<file path="config.mk">
export PLATFORM = sky130hd
export DESIGN_NAME = ysyx_220053_if_id_queue
export DESIGN_NICKNAME = d
export VERILOG_FILES = /design/src/rtl/ysyx_220053_if_id_queue.sv
export SDC_FILE = /design/constraint.sdc
export NUM_CORES = 1
export LEC_CHECK = 0
export BUFFER_PORTS_ARGS = -buffer_cell sky130_fd_sc_hd__buf_2
export CELL_PAD_IN_SITES_DETAIL_PLACEMENT = 1
export CELL_PAD_IN_SITES_GLOBAL_PLACEMENT = 2
export CORE_MARGIN = 2
export CORE_UTILIZATION = 39
export CTS_BUF_LIST = sky130_fd_sc_hd__clkbuf_8
export DETAILED_ROUTE_END_ITERATION = 7
export MAX_ROUTING_LAYER = met4
export PLACE_DENSITY = 0.75
export SLEW_MARGIN = 20
export SYNTH_ARGS = -nofsm -noshare
export SYNTH_HDL_FRONTEND = slang
export SYNTH_SLANG_ARGS = --single-unit
</file>
<file path="constraint.sdc">
create_clock -name clk -period 2.1 [get_ports clk]
set_input_delay 0.21 -clock clk [delete_from_list [all_inputs] [get_ports clk]]
set_output_delay 0.21 -clock clk [all_outputs]
set_load 0.005 [all_outputs]
</file>
<file path="src/rtl/ysyx_220053_if_id_queue.sv">
// IFU -> IDU instruction fetch queue: circular buffer with valid/ready on both sides and a flush.
// Define YSYX_220053_IFQ_BYPASS_EN to add a zero-latency pass-through while the queue is empty.
module ysyx_220053_if_id_queue #(
    parameter int unsigned DEPTH = 4,
    parameter int unsigned CW    = $clog2(DEPTH) + 1
) (
    input  logic          clk,
    input  logic          rst,
    input  logic          flush,
    input  logic          in_valid,
    output logic          in_ready,
    input  logic [63:0]   in_pc,
    input  logic [31:0]   in_instr,
    output logic          out_valid,
    input  logic          out_ready,
    output logic [63:0]   out_pc,
    output logic [31:0]   out_instr,
    output logic [CW-1:0] count
);

    localparam int unsigned PW = $clog2(DEPTH);

    logic [PW-1:0] wptr_q, wptr_d;
    logic [PW-1:0] rptr_q, rptr_d;
    logic [CW-1:0] count_q, count_d;
    logic [63:0]   mem_pc_q    [DEPTH];
    logic [63:0]   mem_pc_d    [DEPTH];
    logic [31:0]   mem_instr_q [DEPTH];
    logic [31:0]   mem_instr_d [DEPTH];
    logic [63:0]   last_pc_q, last_pc_d;
    logic [31:0]   last_instr_q, last_instr_d;

    logic full, empty;
    logic head_valid;
    logic enq, deq;
    logic [63:0] head_pc;
    logic [31:0] head_instr;

    assign full       = (count_q == CW'(DEPTH));
    assign empty      = (count_q == '0);
    assign in_ready   = !full;
    assign head_valid = !empty && !flush;
    assign deq        = head_valid && out_ready;
    assign count      = count_q;

    // Once drained, keep presenting the entry most recently handed to decode.
    assign head_pc    = empty ? last_pc_q    : mem_pc_q[rptr_q];
    assign head_instr = empty ? last_instr_q : mem_instr_q[rptr_q];

`ifdef YSYX_220053_IFQ_BYPASS_EN
    logic bypass;
    assign bypass    = empty && in_valid && !flush;
    // A bypassed entry taken by decode in the same cycle never touches storage.
    assign enq       = in_valid && in_ready && !flush && !(bypass && out_ready);
    assign out_valid = head_valid || bypass;
    assign out_pc    = bypass ? in_pc    : head_pc;
    assign out_instr = bypass ? in_instr : head_instr;
`else
    assign enq       = in_valid && in_ready && !flush;
    assign out_valid = head_valid;
    assign out_pc    = head_pc;
    assign out_instr = head_instr;
`endif

    always_comb begin
        wptr_d       = wptr_q;
        rptr_d       = rptr_q;
        count_d      = count_q;
        mem_pc_d     = mem_pc_q;
        mem_instr_d  = mem_instr_q;
        last_pc_d    = last_pc_q;
        last_instr_d = last_instr_q;

        if (flush) begin
            wptr_d  = '0;
            rptr_d  = '0;
            count_d = '0;
        end else begin
            if (enq) begin
                mem_pc_d[wptr_q]    = in_pc;
                mem_instr_d[wptr_q] = in_instr;
                wptr_d              = wptr_q + PW'(1);
            end
            if (deq) begin
                last_pc_d    = mem_pc_q[rptr_q];
                last_instr_d = mem_instr_q[rptr_q];
                rptr_d       = rptr_q + PW'(1);
            end
            count_d = count_q + CW'(enq) - CW'(deq);
        end
    end

    always_ff @(posedge clk or negedge rst) begin
        if (!rst) begin
            wptr_q       <= '0;
            rptr_q       <= '0;
            count_q      <= '0;
            last_pc_q    <= '0;
            last_instr_q <= '0;
            for (int i = 0; i < int'(DEPTH); i++) begin
                mem_pc_q[i]    <= '0;
                mem_instr_q[i] <= '0;
            end
        end else begin
            wptr_q       <= wptr_d;
            rptr_q       <= rptr_d;
            count_q      <= count_d;
            last_pc_q    <= last_pc_d;
            last_instr_q <= last_instr_d;
            mem_pc_q     <= mem_pc_d;
            mem_instr_q  <= mem_instr_d;
        end
    end

endmodule

</file>
==> qor.yml, run 1 <==
overflow: 0
critPathMaxFanout: 9
drtPass1Iterations: 4
finalCritPeriodShare_pct: 125.4
holdPathEnd: "rptr_q[1]"
antenna_found_initial: 6
viasPerCell: 5.101
r2r_setup_slack_ps: 10
final_cells: 2517
dr.first_iter.drc_count: 447
gp_congestion: 0.6931
required_ps: 1890
p_leak_nw: 12.66
grt_max_degree: 54
numCtsBuffers: 86
relSlewSlack_pct: 63.47
final_hold_viol_count: 0
finalPower_mw: 42.13
vias: 12840
area_delta_synth_final_pct: 28.72
avgSynthCellArea_sq_um: 16.92
fmaxAchievable_mhz: 379.8
hold_class: "input pin to flop"
rr_worst_depth: 9
whs_path_depth: 4
nets: 1807
die_w_microns: 240.0
core_sq_um: 55090
clock_path_buffers: 3
detailed_place_hpwl_mm: 33.88
synth.distinct_cells: 28
cpPeakStageDelay_ps: 550
syn_nets: 1391
finalSetupViolCount: 97
io_pins: 202
cp_slowest_cell: "mux4_2"
nFillCells: 5285
r2r_end: "count[1]"
worstSetupEndpointType: "output port"
fin_ws_ps: -533.1
violations: "setup timing"
ant_nets: 0
grt_pass1_wl_mm: 85.91
rows: 86
final_util_pct: 50.77
min_period_ps: 2633
grt_usage_pct: 20.06
start_kind: "flop"
cp_cell_sequence: "buf_12, buf_12, mux4_2, mux2_4, buf_6"
layout_common_cells: "mux2_2, dfrtp_1, buf_2, clkbuf_8, dlygate4sd3_1"
rsz0062_at_grt: "yes"
critPathKind: "flop to output port"
path_common_cell: "buf_12"
drc_errors: 0
cts.clk_slew.worst_paths_ps: 60
place_inst: 2230
die_area_sq_um: 57620
fin_worst_skew_ps: 14.42
synthCells: 1284
grt_pass1_vias: 14880
slew_violations: 0
fp.dieH_microns: 240.0
min_from: "out_ready"
worstMarginPinSlew_ps: 541.2
crit_arrival_ps: 2420
cts_tree: "built"
r2r-start: "count[0]"
status: "complete, but fails checks"
io_buffers: 201
yosysSeqAreaShare_pct: 56.09
fin_setup_tns_ps: -46830
cts_root_buffer: "clkbuf_8"
syn-cell-area_sq_um: 21730
power_density_nw_per_um2: 1506
avgRoutedWirePerCell_microns: 21.72
clkLatencyLatePin_ps: 660
ys_seq_elements: 487
yosysWarnings: 0
place_ws_ps: -6.905
peakVddDrop_v: 0.0008100
cts_sinks: 487
initial_utilization_pct: 39.44
cts_htree_levels: 3
maxCapViolCount: 0
drt-total-wl_mm: 54.68
drive_gt1_share_pct: 63.98
final_common_cell: "mux2_2"
[worst max path at each step]
stage          startpoint       endpoint  slack (ps)  cells past startpoint
2_1_floorplan    count[0]       count[1]          30                      7
3_3_place_gp     count[1]       count[2]          60                      9
3_5_place_dp     count[1]       count[2]          -7                      9
4_1_cts         rptr_q[0]     out_pc[40]        -640                      4
5_1_grt         rptr_q[0]     out_pc[40]        -650                      4
6_report        rptr_q[0]  out_instr[22]        -530                      5
[stage by stage]
step | area (sq um) | hold WS [ps]
after floorplan | 21740 | -85.59
after global placement | 24440 | 182.7
after detailed placement | 24440 | 175.8
after CTS | 27740 | 0.2615
after global routing | 27970 | 88.70
final | 27970 | 74.41
[synth_stat cells (all sizes together)]
| master | instances | share of area, % |
|---|---|---|
| dfrtp | 487 | 56 |
| clkbuf | 18 | 0.31 |
| nor3b | 2 | 0.12 |
| o21ai | 2 | 0.046 |
| o31ai | 1 | 0.035 |
| and3 | 1 | 0.029 |
| nor2 | 5 | 0.086 |
| mux4 | 96 | 10 |
| o311ai | 1 | 0.040 |
| nand3 | 6 | 0.18 |
| nor3 | 1 | 0.046 |
| fa | 1 | 0.092 |
| a21oi | 3 | 0.069 |
| a21o | 1 | 0.035 |
| xnor2 | 1 | 0.040 |
| inv | 5 | 0.086 |
| ha | 5 | 0.29 |
| buf | 66 | 1.7 |
| mux2 | 576 | 31 |
| nor2b | 2 | 0.058 |
| a21boi | 1 | 0.035 |
| xor2 | 3 | 0.12 |
[layer usage]
metal | part of all wire (%) | track usage, % | routed length, microns
met1 | 43 | 24.97 | 23750
met2 | 51 | 33.30 | 27850
met3 | 3.7 | 3.639 | 2001
met4 | 2.0 | 6.399 | 1069
met5 | 0 | - | 0
[registers in the layout, summed over array words and instances (netlist names)]
signal / count
count: 3
last_instr_q: 32
last_pc_q: 64
mem_instr_q: 128
mem_pc_q: 256
rptr_q: 2
wptr_q: 2
[final cells by class]
type,instances,area (sq um),area share (%)
multi-input combinational,708,9286,33.20
timing repair buffer,412,3777,13.51
inverter,5,18.77,0.06710
clock inverter,36,157.7,0.5637
sequential,487,12200,43.60
antenna,6,15.01,0.05368
tap,748,935.9,3.346
clock buffer,115,1583,5.659
[critical path: cells and delay by family (launching register included)]
family	cells	cell delay, ps
buf+inv	3	440
flops	1	460
mux	2	840
[report_power, final]
group	total [mW]	switching [mW]	leakage, nW	internal [mW]
Combinational	17.6	6.38	5.58	11.2
Sequential	15.7	2.11	6.08	13.6
Clock	8.80	3.95	0.996	4.86
Total	42.1	12.4	12.7	29.7
[timing repair]
action,CTS,global route
gates cloned,4,2
hold buffers,100,0
hold endpoints to repair,758,0
resized for setup,66,26
pin swaps,3,9
setup buffers,15,11
setup endpoints to repair,98,160
[logic make-up (layout without fill, tap and decap cells)]
| family | count (synthesis) | in the layout | share of synthesized area, % |
|---|---|---|---|
| adder cells (fa/ha/maj) | 6 | 6 | 0.3801 |
| AND/OR/NAND/NOR | 17 | 17 | 0.5183 |
| flip-flops | 487 | 487 | 56.09 |
| multiplexers | 672 | 672 | 40.49 |
| buffers and inverters | 89 | 568 | 2.102 |
| XOR/XNOR | 4 | 4 | 0.1613 |
| other | 0 | 6 | 0 |
| AO/OA/AOI/OAI | 9 | 9 | 0.2592 |
No activity file was read; power rests on OpenSTA's default activity.
==> inputs of run 2 (changes only) <==
Settings changed: PLACE_DENSITY 0.75 to default, PLACE_DENSITY_LB_ADDON from default to 0.1, RECOVER_POWER from default to 25.
==> qor.yml, run 2 (same netlist as run 1, synthesis figures left out) <==
dr.first_iter.drc_count: 359
switching_power_mw: 12.57
top_layer_used: "met4"
critPathMaxFanout: 10
finalCritPeriodShare_pct: 124.6
detailed_place_hpwl_mm: 32.68
viasPerCell: 5.038
crit_arrival_ps: 2410
finalPower_mw: 43.41
layout_common_cells: "dfrtp_1, mux2_2, buf_2, mux2_4, clkbuf_8"
overflow: 0
min_period_ps: 2617
final_common_cell: "dfrtp_1"
peakVddDrop_v: 0.0006999
cts.clk_slew.worst_paths_ps: 60
fmaxAchievable_mhz: 382.2
nets: 1841
finalSetupViolCount: 521
p_clk_share_pct: 20.3
violations: "setup timing"
drc_errors: 0
largest_reg_flops: 256
relSlewSlack_pct: 22.90
switching_share_pct: 28.95
p_leak_nw: 13.08
die_w_microns: 240.0
top_register: "mem_pc_q"
rsz0062_at_grt: "yes"
core_sq_um: 55090
antenna_found_initial: 7
ant_nets: 0
power_frac_comb_pct: 43.5
required_ps: 1890
cp-startpoint: "rptr_q[0]"
grt_pass1_vias: 14650
cts_root_buffer: "clkbuf_8"
cts_tree: "built"
worstSetupEndpointType: "output port"
grt_max_degree: 92
grt_pass1_wl_mm: 84.12
internal_power_mw: 30.84
min_from: "in_pc[18]"
final_hold_viol_count: 0
fin_area_sq_um: 28700
r2r-start: "count[2]"
vias: 12890
drtPass1Iterations: 4
cts_sinks: 487
die_area_sq_um: 57620
rows: 86
final_cells: 2559
maxCapViolCount: 0
fp.dieH_microns: 240.0
seq_area_sq_um: 12200
nFillCells: 5256
io_buffers: 201
wl_met2_mm: 28.60
status: "complete, but fails checks"
wl_met3_mm: 1.757
area_delta_synth_final_pct: 32.09
fin_hold_ws_ps: 371.1
hold_class: "input pin to flop"
drive_gt1_share_pct: 63.95
grt_usage_pct: 19.72
wl_met1_mm: 23.69
numCtsBuffers: 86
critPathKind: "flop to output port"
top_regs: "mem_pc_q (256), mem_instr_q (128), last_pc_q (64)"
slew_violations: 0
fin_ws_ps: -516.7
clock_path_buffers: 3
clkLatencyLatePin_ps: 650
place_inst: 2233
place_ws_ps: 5.757
fin_worst_skew_ps: 18.32
place_area_sq_um: 24410
multiInputGateArea_sq_um: 9469
start_kind: "flop"
initial_utilization_pct: 39.44
cts_htree_levels: 3
power_density_nw_per_um2: 1512
drt-total-wl_mm: 55.22
gp_congestion: 0.7347
worstMarginPinSlew_ps: 1157
avgRoutedWirePerCell_microns: 21.58
io_pins: 202
p_seq_share_pct: 36.1
run 2: power groups by stage:
| stage | combinational (mW) | sequential, mW | clock [mW] |
|---|---|---|---|
| after floorplan | 10.4 | 15.0 | 0 |
| after global placement | 15.4 | 15.6 | 0 |
| after detailed placement | 15.7 | 15.8 | 0 |
| after CTS | 18.0 | 15.6 | 9.18 |
| after global routing | 20.3 | 16.2 | 9.60 |
| final | 18.9 | 15.7 | 8.83 |
run 2: routing by layer:
layer	GRT usage (%)	up-vias
li1	-	5710
met1	23.92	6907
met2	33.34	195
met3	3.938	79
met4	5.872	0
met5	-	-
run 2: worst paths after layout:
kind	to	depth (start not counted)	slack, ps
setup reg to reg	mem_pc_q[98]	12	-420
hold / removal	mem_pc_q[82]	3	370
max in group asynchronous	mem_pc_q[227]	4	60
setup / recovery	out_instr[17]	5	-520
hold reg to reg	mem_instr_q[22]	1	500
min in group asynchronous	last_pc_q[10]	3	680
run 2: metrics by stage:
step                      util (%)  setup TNS, ps
after floorplan                  -              0
after global placement       44.32              0
after detailed placement     44.32              0
after CTS                    50.63         -53370
after global routing         52.09        -195600
final                        52.10        -150960
run 2: repair_timing:
item	4_1_cts	5_1_grt
pin swaps	1	7
setup endpoints to repair	97	170
hold buffers	102	0
cloned	4	11
endpoints found under the hold margin	798	0
buffers inserted	18	29
resized for setup	81	101
run 2: worst max-delay path, cell delays in order (launching register included):
cell and delay (ps):
dfrtp_4 450, buf_12 180, buf_16 150, mux4_2 560, mux2_4 300, buf_6 110
run 2: final cells by class:
type,instances,share of cell area [%]
flip-flops and latches,487,42.49
inverters,5,0.06539
clock inverters,48,0.8980
multi-input cells,708,32.99
well taps,748,3.261
repair buffers,446,15.00
diodes,8,0.06975
clock buffers,109,5.227
